<file path="config.mk">
export PLATFORM = sky130hd
export DESIGN_NAME = clock_set_ctrl
export DESIGN_NICKNAME = d
export VERILOG_FILES = /design/src/rtl/clock_set_ctrl.sv
export SDC_FILE = /design/constraint.sdc
export NUM_CORES = 1
export LEC_CHECK = 0
export ABC_AREA = 1
export CAP_MARGIN = 10
export CORE_MARGIN = 8
export CORE_UTILIZATION = 25
export DETAILED_ROUTE_END_ITERATION = 7
export PLACE_DENSITY = 0.39
export RECOVER_POWER = 50
export SLEW_MARGIN = 30
export SYNTH_ARGS = -nofsm -noshare
export SYNTH_HDL_FRONTEND = slang
export SYNTH_SLANG_ARGS = --single-unit
</file>
<file path="constraint.sdc">
create_clock -name clk -period 2.5 [get_ports clk]
set_input_delay 0.5 -clock clk [delete_from_list [all_inputs] [get_ports clk]]
set_output_delay 0.5 -clock clk [all_outputs]
set_load 0.005 [all_outputs]
</file>
<file path="src/rtl/clock_set_ctrl.sv">
// -----------------------------------------------------------------------------
// clock_set_ctrl
//
// Front-panel controller for setting the VGA clock's time counters with two
// buttons, MODE and INC. Both buttons are synchronised every clk and debounced
// on the frame cadence. A mode FSM walks RUN -> SET_HRS -> SET_MIN -> SET_SEC
// -> RUN on each debounced MODE press, returns to RUN after a period of
// inactivity, drives the counters' level-sensitive adjust inputs while INC is
// held, and produces per-field blank flags so the field being set blinks.
//
// Ports:
//   clk         in   pixel/core clock
//   reset       in   synchronous, active-high
//   frame_end   in   one-cycle pulse per frame; all state updates happen here
//   btn_mode    in   raw asynchronous MODE button, active-high
//   btn_inc     in   raw asynchronous INC button, active-high
//   adj_hrs     out  high while INC is held in SET_HRS
//   adj_min     out  high while INC is held in SET_MIN
//   adj_sec     out  high while INC is held in SET_SEC
//   blank_hrs   out  blank mask for the hours digits
//   blank_min   out  blank mask for the minutes digits
//   blank_sec   out  blank mask for the seconds digits
//   setting     out  high in any SET state
//   mode_state  out  0=RUN, 1=SET_HRS, 2=SET_MIN, 3=SET_SEC
// -----------------------------------------------------------------------------
module clock_set_ctrl #(
    parameter int DEBOUNCE_FRAMES = 2,
    parameter int BLINK_FRAMES    = 16,
    parameter int TIMEOUT_FRAMES  = 600
) (
    input  logic       clk,
    input  logic       reset,
    input  logic       frame_end,
    input  logic       btn_mode,
    input  logic       btn_inc,
    output logic       adj_hrs,
    output logic       adj_min,
    output logic       adj_sec,
    output logic       blank_hrs,
    output logic       blank_min,
    output logic       blank_sec,
    output logic       setting,
    output logic [1:0] mode_state
);

    localparam int DB_W = $clog2(DEBOUNCE_FRAMES + 1);
    localparam int BL_W = (BLINK_FRAMES > 1) ? $clog2(BLINK_FRAMES) : 1;
    localparam int TO_W = $clog2(TIMEOUT_FRAMES + 1);

    localparam logic [DB_W-1:0] DB_LIM  = DB_W'(DEBOUNCE_FRAMES);
    localparam logic [BL_W-1:0] BL_LAST = BL_W'(BLINK_FRAMES - 1);
    localparam logic [TO_W-1:0] TO_LIM  = TO_W'(TIMEOUT_FRAMES);

    typedef enum logic [1:0] {
        ST_RUN = 2'd0,
        ST_HRS = 2'd1,
        ST_MIN = 2'd2,
        ST_SEC = 2'd3
    } state_t;

    // Synchroniser chains
    logic mode_s1_q, mode_s2_q;
    logic inc_s1_q, inc_s2_q;

    // Debounce state
    logic            mode_deb_q, mode_deb_d;
    logic [DB_W-1:0] mode_cnt_q, mode_cnt_d;
    logic            inc_deb_q, inc_deb_d;
    logic [DB_W-1:0] inc_cnt_q, inc_cnt_d;

    // Set once MODE has been seen released after reset, so a button held
    // through reset does not register as a press when it debounces high.
    logic            mode_arm_q, mode_arm_d;

    state_t          state_q, state_d;
    logic [TO_W-1:0] tmo_q, tmo_d;
    logic [BL_W-1:0] blink_cnt_q, blink_cnt_d;
    logic            blink_ph_q, blink_ph_d;

    logic            adj_hrs_q, adj_hrs_d;
    logic            adj_min_q, adj_min_d;
    logic            adj_sec_q, adj_sec_d;
    logic            blank_hrs_q, blank_hrs_d;
    logic            blank_min_q, blank_min_d;
    logic            blank_sec_q, blank_sec_d;
    logic            setting_q, setting_d;

    logic            mode_press;

    // One frame of debounce: returns {debounced level, stability count}.
    function automatic logic [DB_W:0] db_step(input logic            sync,
                                              input logic            deb,
                                              input logic [DB_W-1:0] cnt);
        logic [DB_W-1:0] nxt;
        if (sync == deb) begin
            return {deb, {DB_W{1'b0}}};
        end
        nxt = cnt + DB_W'(1);
        if (nxt == DB_LIM) begin
            return {sync, {DB_W{1'b0}}};
        end
        return {deb, nxt};
    endfunction

    function automatic state_t next_mode(input state_t s);
        case (s)
            ST_RUN:  return ST_HRS;
            ST_HRS:  return ST_MIN;
            ST_MIN:  return ST_SEC;
            default: return ST_RUN;
        endcase
    endfunction

    always_comb begin
        mode_deb_d  = mode_deb_q;
        mode_cnt_d  = mode_cnt_q;
        inc_deb_d   = inc_deb_q;
        inc_cnt_d   = inc_cnt_q;
        mode_arm_d  = mode_arm_q;
        state_d     = state_q;
        tmo_d       = tmo_q;
        blink_cnt_d = blink_cnt_q;
        blink_ph_d  = blink_ph_q;
        adj_hrs_d   = adj_hrs_q;
        adj_min_d   = adj_min_q;
        adj_sec_d   = adj_sec_q;
        blank_hrs_d = blank_hrs_q;
        blank_min_d = blank_min_q;
        blank_sec_d = blank_sec_q;
        setting_d   = setting_q;
        mode_press  = 1'b0;

        if (frame_end) begin
            {mode_deb_d, mode_cnt_d} = db_step(mode_s2_q, mode_deb_q, mode_cnt_q);
            {inc_deb_d, inc_cnt_d}   = db_step(inc_s2_q, inc_deb_q, inc_cnt_q);

            mode_arm_d = mode_arm_q | ~mode_s2_q;
            mode_press = mode_arm_q & ~mode_deb_q & mode_deb_d;

            if (state_q == ST_RUN || mode_press || inc_deb_d) begin
                tmo_d = '0;
            end else if (tmo_q != TO_LIM) begin
                tmo_d = tmo_q + TO_W'(1);
            end

            // A press wins over a timeout landing on the same frame.
            if (mode_press) begin
                state_d = next_mode(state_q);
            end else if (state_q != ST_RUN && tmo_d == TO_LIM) begin
                state_d = ST_RUN;
            end

            // Restart the blink on every state change so the new field
            // starts visible.
            if (state_d != state_q) begin
                blink_cnt_d = '0;
                blink_ph_d  = 1'b0;
            end else if (blink_cnt_q == BL_LAST) begin
                blink_cnt_d = '0;
                blink_ph_d  = ~blink_ph_q;
            end else begin
                blink_cnt_d = blink_cnt_q + BL_W'(1);
            end

            // Adjust strobes are held off on the frame the mode changes.
            adj_hrs_d = ~mode_press & inc_deb_d & (state_d == ST_HRS);
            adj_min_d = ~mode_press & inc_deb_d & (state_d == ST_MIN);
            adj_sec_d = ~mode_press & inc_deb_d & (state_d == ST_SEC);

            // Field stays solid while it is being incremented.
            blank_hrs_d = (state_d == ST_HRS) & blink_ph_d & ~inc_deb_d;
            blank_min_d = (state_d == ST_MIN) & blink_ph_d & ~inc_deb_d;
            blank_sec_d = (state_d == ST_SEC) & blink_ph_d & ~inc_deb_d;

            setting_d = (state_d != ST_RUN);
        end
    end

    always_ff @(posedge clk) begin
        if (reset) begin
            mode_s1_q   <= 1'b0;
            mode_s2_q   <= 1'b0;
            inc_s1_q    <= 1'b0;
            inc_s2_q    <= 1'b0;
            mode_deb_q  <= 1'b0;
            mode_cnt_q  <= '0;
            inc_deb_q   <= 1'b0;
            inc_cnt_q   <= '0;
            mode_arm_q  <= 1'b0;
            state_q     <= ST_RUN;
            tmo_q       <= '0;
            blink_cnt_q <= '0;
            blink_ph_q  <= 1'b0;
            adj_hrs_q   <= 1'b0;
            adj_min_q   <= 1'b0;
            adj_sec_q   <= 1'b0;
            blank_hrs_q <= 1'b0;
            blank_min_q <= 1'b0;
            blank_sec_q <= 1'b0;
            setting_q   <= 1'b0;
        end else begin
            mode_s1_q   <= btn_mode;
            mode_s2_q   <= mode_s1_q;
            inc_s1_q    <= btn_inc;
            inc_s2_q    <= inc_s1_q;
            mode_deb_q  <= mode_deb_d;
            mode_cnt_q  <= mode_cnt_d;
            inc_deb_q   <= inc_deb_d;
            inc_cnt_q   <= inc_cnt_d;
            mode_arm_q  <= mode_arm_d;
            state_q     <= state_d;
            tmo_q       <= tmo_d;
            blink_cnt_q <= blink_cnt_d;
            blink_ph_q  <= blink_ph_d;
            adj_hrs_q   <= adj_hrs_d;
            adj_min_q   <= adj_min_d;
            adj_sec_q   <= adj_sec_d;
            blank_hrs_q <= blank_hrs_d;
            blank_min_q <= blank_min_d;
            blank_sec_q <= blank_sec_d;
            setting_q   <= setting_d;
        end
    end

    assign adj_hrs    = adj_hrs_q;
    assign adj_min    = adj_min_q;
    assign adj_sec    = adj_sec_q;
    assign blank_hrs  = blank_hrs_q;
    assign blank_min  = blank_min_q;
    assign blank_sec  = blank_sec_q;
    assign setting    = setting_q;
    assign mode_state = state_q;

endmodule

</file>
==> out/qor.csv <==
stage,metric,value,unit
synth,largest area contributor in the netlist,dfxtp_1,
synth,#FFs+latches synth,35,
global_routing,GRT Total Usage,0.0881,
die,core area,7140,um^2
die,DIE HEIGHT,101,um
die,Initial Util,0.254,
global_routing,met2 Usage GRT,0.135,
die,Die ar.,10200,um^2
cts,hold-fix buffers at CTS,0,
placement,Final HPWL DP,3190,um
synth,top cell type's share of synthesized area,0.386,
cts,CTS HTree Levels,2,
synth,post-synthesis net count,276,
timing,setup TNS,0,ns
layout,FF+latch area,702,um^2
timing,Max-slew headroom,0.580,
route,Routed Antenna Nets,0,
timing,Worst-Margin Slew,0.630,ns
global_routing,initial antenna violation count,0,
cts,TritonCTS clock tree,done,
layout,fillers,812,
global_routing,vias in the first global route,1524,
synth,sequential fraction of the synthesis area,0.386,
setup_path,cell breakdown of the critical path,"inv_2, ha_1, o21bai_1, nor2_2, buf_4, nand3_1, nand2_1, nor2_1, nand2_2, nand2_1, nand2_2, nor2_4, nor2_4, nand3_1, a21oi_1",
synth,Post-Synthesis Mean Instance Area,6.82,um^2
route,initial DRC count,79,
global_routing,GRT Max-Usage Layer,met2,
route,Vias/cell,4.27,
setup_path,max incr delay on CP,0.39,ns
timing,Clock Skews,0.00701,ns
route,First-pass DRT Iterations,4,
setup_path,Crit. Startpoint,mode_state[0],
cts,TritonCTS buffer count,5,
placement,pre-CTS WS,0.251,ns
die,number of top-level pins,14,
synth,top area cells in the synthesized netlist,"dfxtp_1 (39%), nand2_1 (12%), a21oi_1 (8.8%)",
global_routing,met1 GRT Util,0.119,
cts,Worst-Skew Late Latency,0.28,ns
die,Rows,31,
setup_path,Reg2Reg Launch Point,mode_state[0],
cts,Worst-path clk slew,0.07,ns
timing,RSZ-0062 raised after global routing,no,
layout,synth-to-layout area growth,19.5,%
route,WL per Instance,11.2,um
placement,RePlAce Congestion,0.731,
global_routing,first-pass GRT wire length,7220,um
flow_run,MaxCap Viol Count,0,
timing,Final Critical Period,2.23,ns
timing,WHS,0.401,ns
timing,Final Hold Fails,0,
synth,synthesized area,1810,um^2
power,Leak,0.850,nW
route,DRC viols,0,
power,P per Cell Area,508,nW/um^2
hold_path,hold_sp,mode_s1_q,
timing,final setup vio count,0,
cts,CTS max path bufs,2,
setup_path,worst-path fanout max,12,
setup_path,Worst setup EP type,flop,
power,Design Power,1.10,mW
layout,diodes inserted,0,
timing,Max Slew Vio Count,0,
setup_path,WS Path Type,flop to flop,
setup_path,CP arrival,2.45,ns
layout,area of the multi-input gates,960,um^2
cts,CTS root buf,clkbuf_8,
status,status,finished clean,
cts,clock sinks,35,
placement,port bufs,13,
hold_path,Min-Delay Path Class,flop to flop,
route,Total Routed Length,4280,um
synth,Unique masters post-synth,25,
timing,fin worst setup slack,0.267,ns
setup_path,"Slowest-stage cell, CP",dfxtp_1,
timing,fmax,0.448,GHz
global_routing,grt ovf,0,
setup_path,critical path launch point type,flop,
global_routing,largest net degree at the start of global routing,23,
setup_path,Worst EP required,2.71,ns
layout,Final #Nets,294,
layout,share of layout cells above drive strength 1,0.0986,
die,chip width,101,um
power,VDD IR max,0.241,mV
timing,period utilisation layout,0.893,
synth,Cells after Synth,266,
layout,"Core Util, Final",0.304,
synth,number of synthesis warnings,0,
route,Vias,1634,
global_routing,met3 usage,0.0227,
==> cell usage in the layout, fill, tap and decap left out <==
cell,count
clkbuf_1,3
o21bai_1,1
nor2_1,25
nand3b_1,1
dfxtp_2,1
ha_1,5
xor2_1,5
clkinv_2,1
o21ai_0,15
inv_2,2
nor2_2,3
nand4_1,1
nor3_2,1
buf_4,4
nand3_1,26
o21ai_2,1
nand2_2,4
a21oi_2,1
dlygate4sd3_1,3
a211oi_1,3
nor2_4,3
nand2_1,59
nand3_2,1
clkdlybuf4s50_1,10
dfxtp_1,34
a21oi_1,31
o22ai_1,1
inv_1,31
clkbuf_8,6
a31oi_1,2
==> area by class of cell <==
type	instances	area share
tap	99	0.0571
clock buffer	6	0.0381
sequential	35	0.324
inverter	33	0.0571
timing repair buffer	20	0.0791
clock inverter	1	0.00231
multi-input combinational	189	0.443
==> final timing paths <==
path / slack [ns] / depth (start not counted) / endpoint
max reg2reg: 0.27 / 15 / blank_hrs
min: 0.40 / 2 / mode_s2_q
min reg2reg: 0.40 / 2 / mode_s2_q
max: 0.27 / 15 / blank_hrs
==> what timing repair did <==
item / CTS / global route
setup endpoints to repair: 0 / 8
resized for setup: 0 / 4
buffers inserted: 0 / 0
==> kinds of logic after synthesis <==
family                   synth area share
adder cells (fa/ha/maj)            0.0345
buffers and inverters              0.0897
AND/OR/NAND/NOR                     0.304
flip-flops                          0.386
XOR/XNOR                           0.0241
AO/OA/AOI/OAI                       0.161
==> synth_stat cells (all sizes together) <==
cell,instances
a211oi,3
a21oi,32
a31oi,2
buf,2
clkbuf,7
dfxtp,35
ha,5
inv,33
nand2,63
nand3,27
nand3b,1
nand4,1
nor2,31
nor3,1
o21ai,16
o21bai,1
o22ai,1
xor2,5
==> worst max-delay path: cells and delay by family, from the launching register on <==
kind / cells / cell delay [ns]
buf+inv: 2 / 0.27
fa+ha+maj: 1 / 0.23
compound gates: 2 / 0.30
flops: 1 / 0.39
simple gates: 10 / 0.97
==> report_power, final <==
group | leakage, nW | switching [mW] | total, mW | internal (mW)
clock | 0.0470 | 0.201 | 0.418 | 0.216
sequential | 0.286 | 0.0172 | 0.593 | 0.576
combinational | 0.516 | 0.0571 | 0.0909 | 0.0338
==> routing by layer <==
layer	part of all wire	routed length, um	vias up
met5	0	0	-
li1	-	-	893
met2	0.43	1860	19
met1	0.53	2290	720
met3	0.025	109	2
met4	0.0058	25	0
==> through the flow <==
stage               instances  area (um^2)
floorplan                 266         1810
global placement          376         2080
detailed placement        376         2080
CTS                       383         2170
global route              383         2170
finish                    383         2170
==> registers in the layout, summed over array words and instances, names as in the netlist, 2 cells and up <==
signal / count
tmo_q: 10
blink_cnt_q: 4
inc_cnt_q: 2
mode_cnt_q: 2
mode_state: 2
Power figures use the tool's default switching activity.
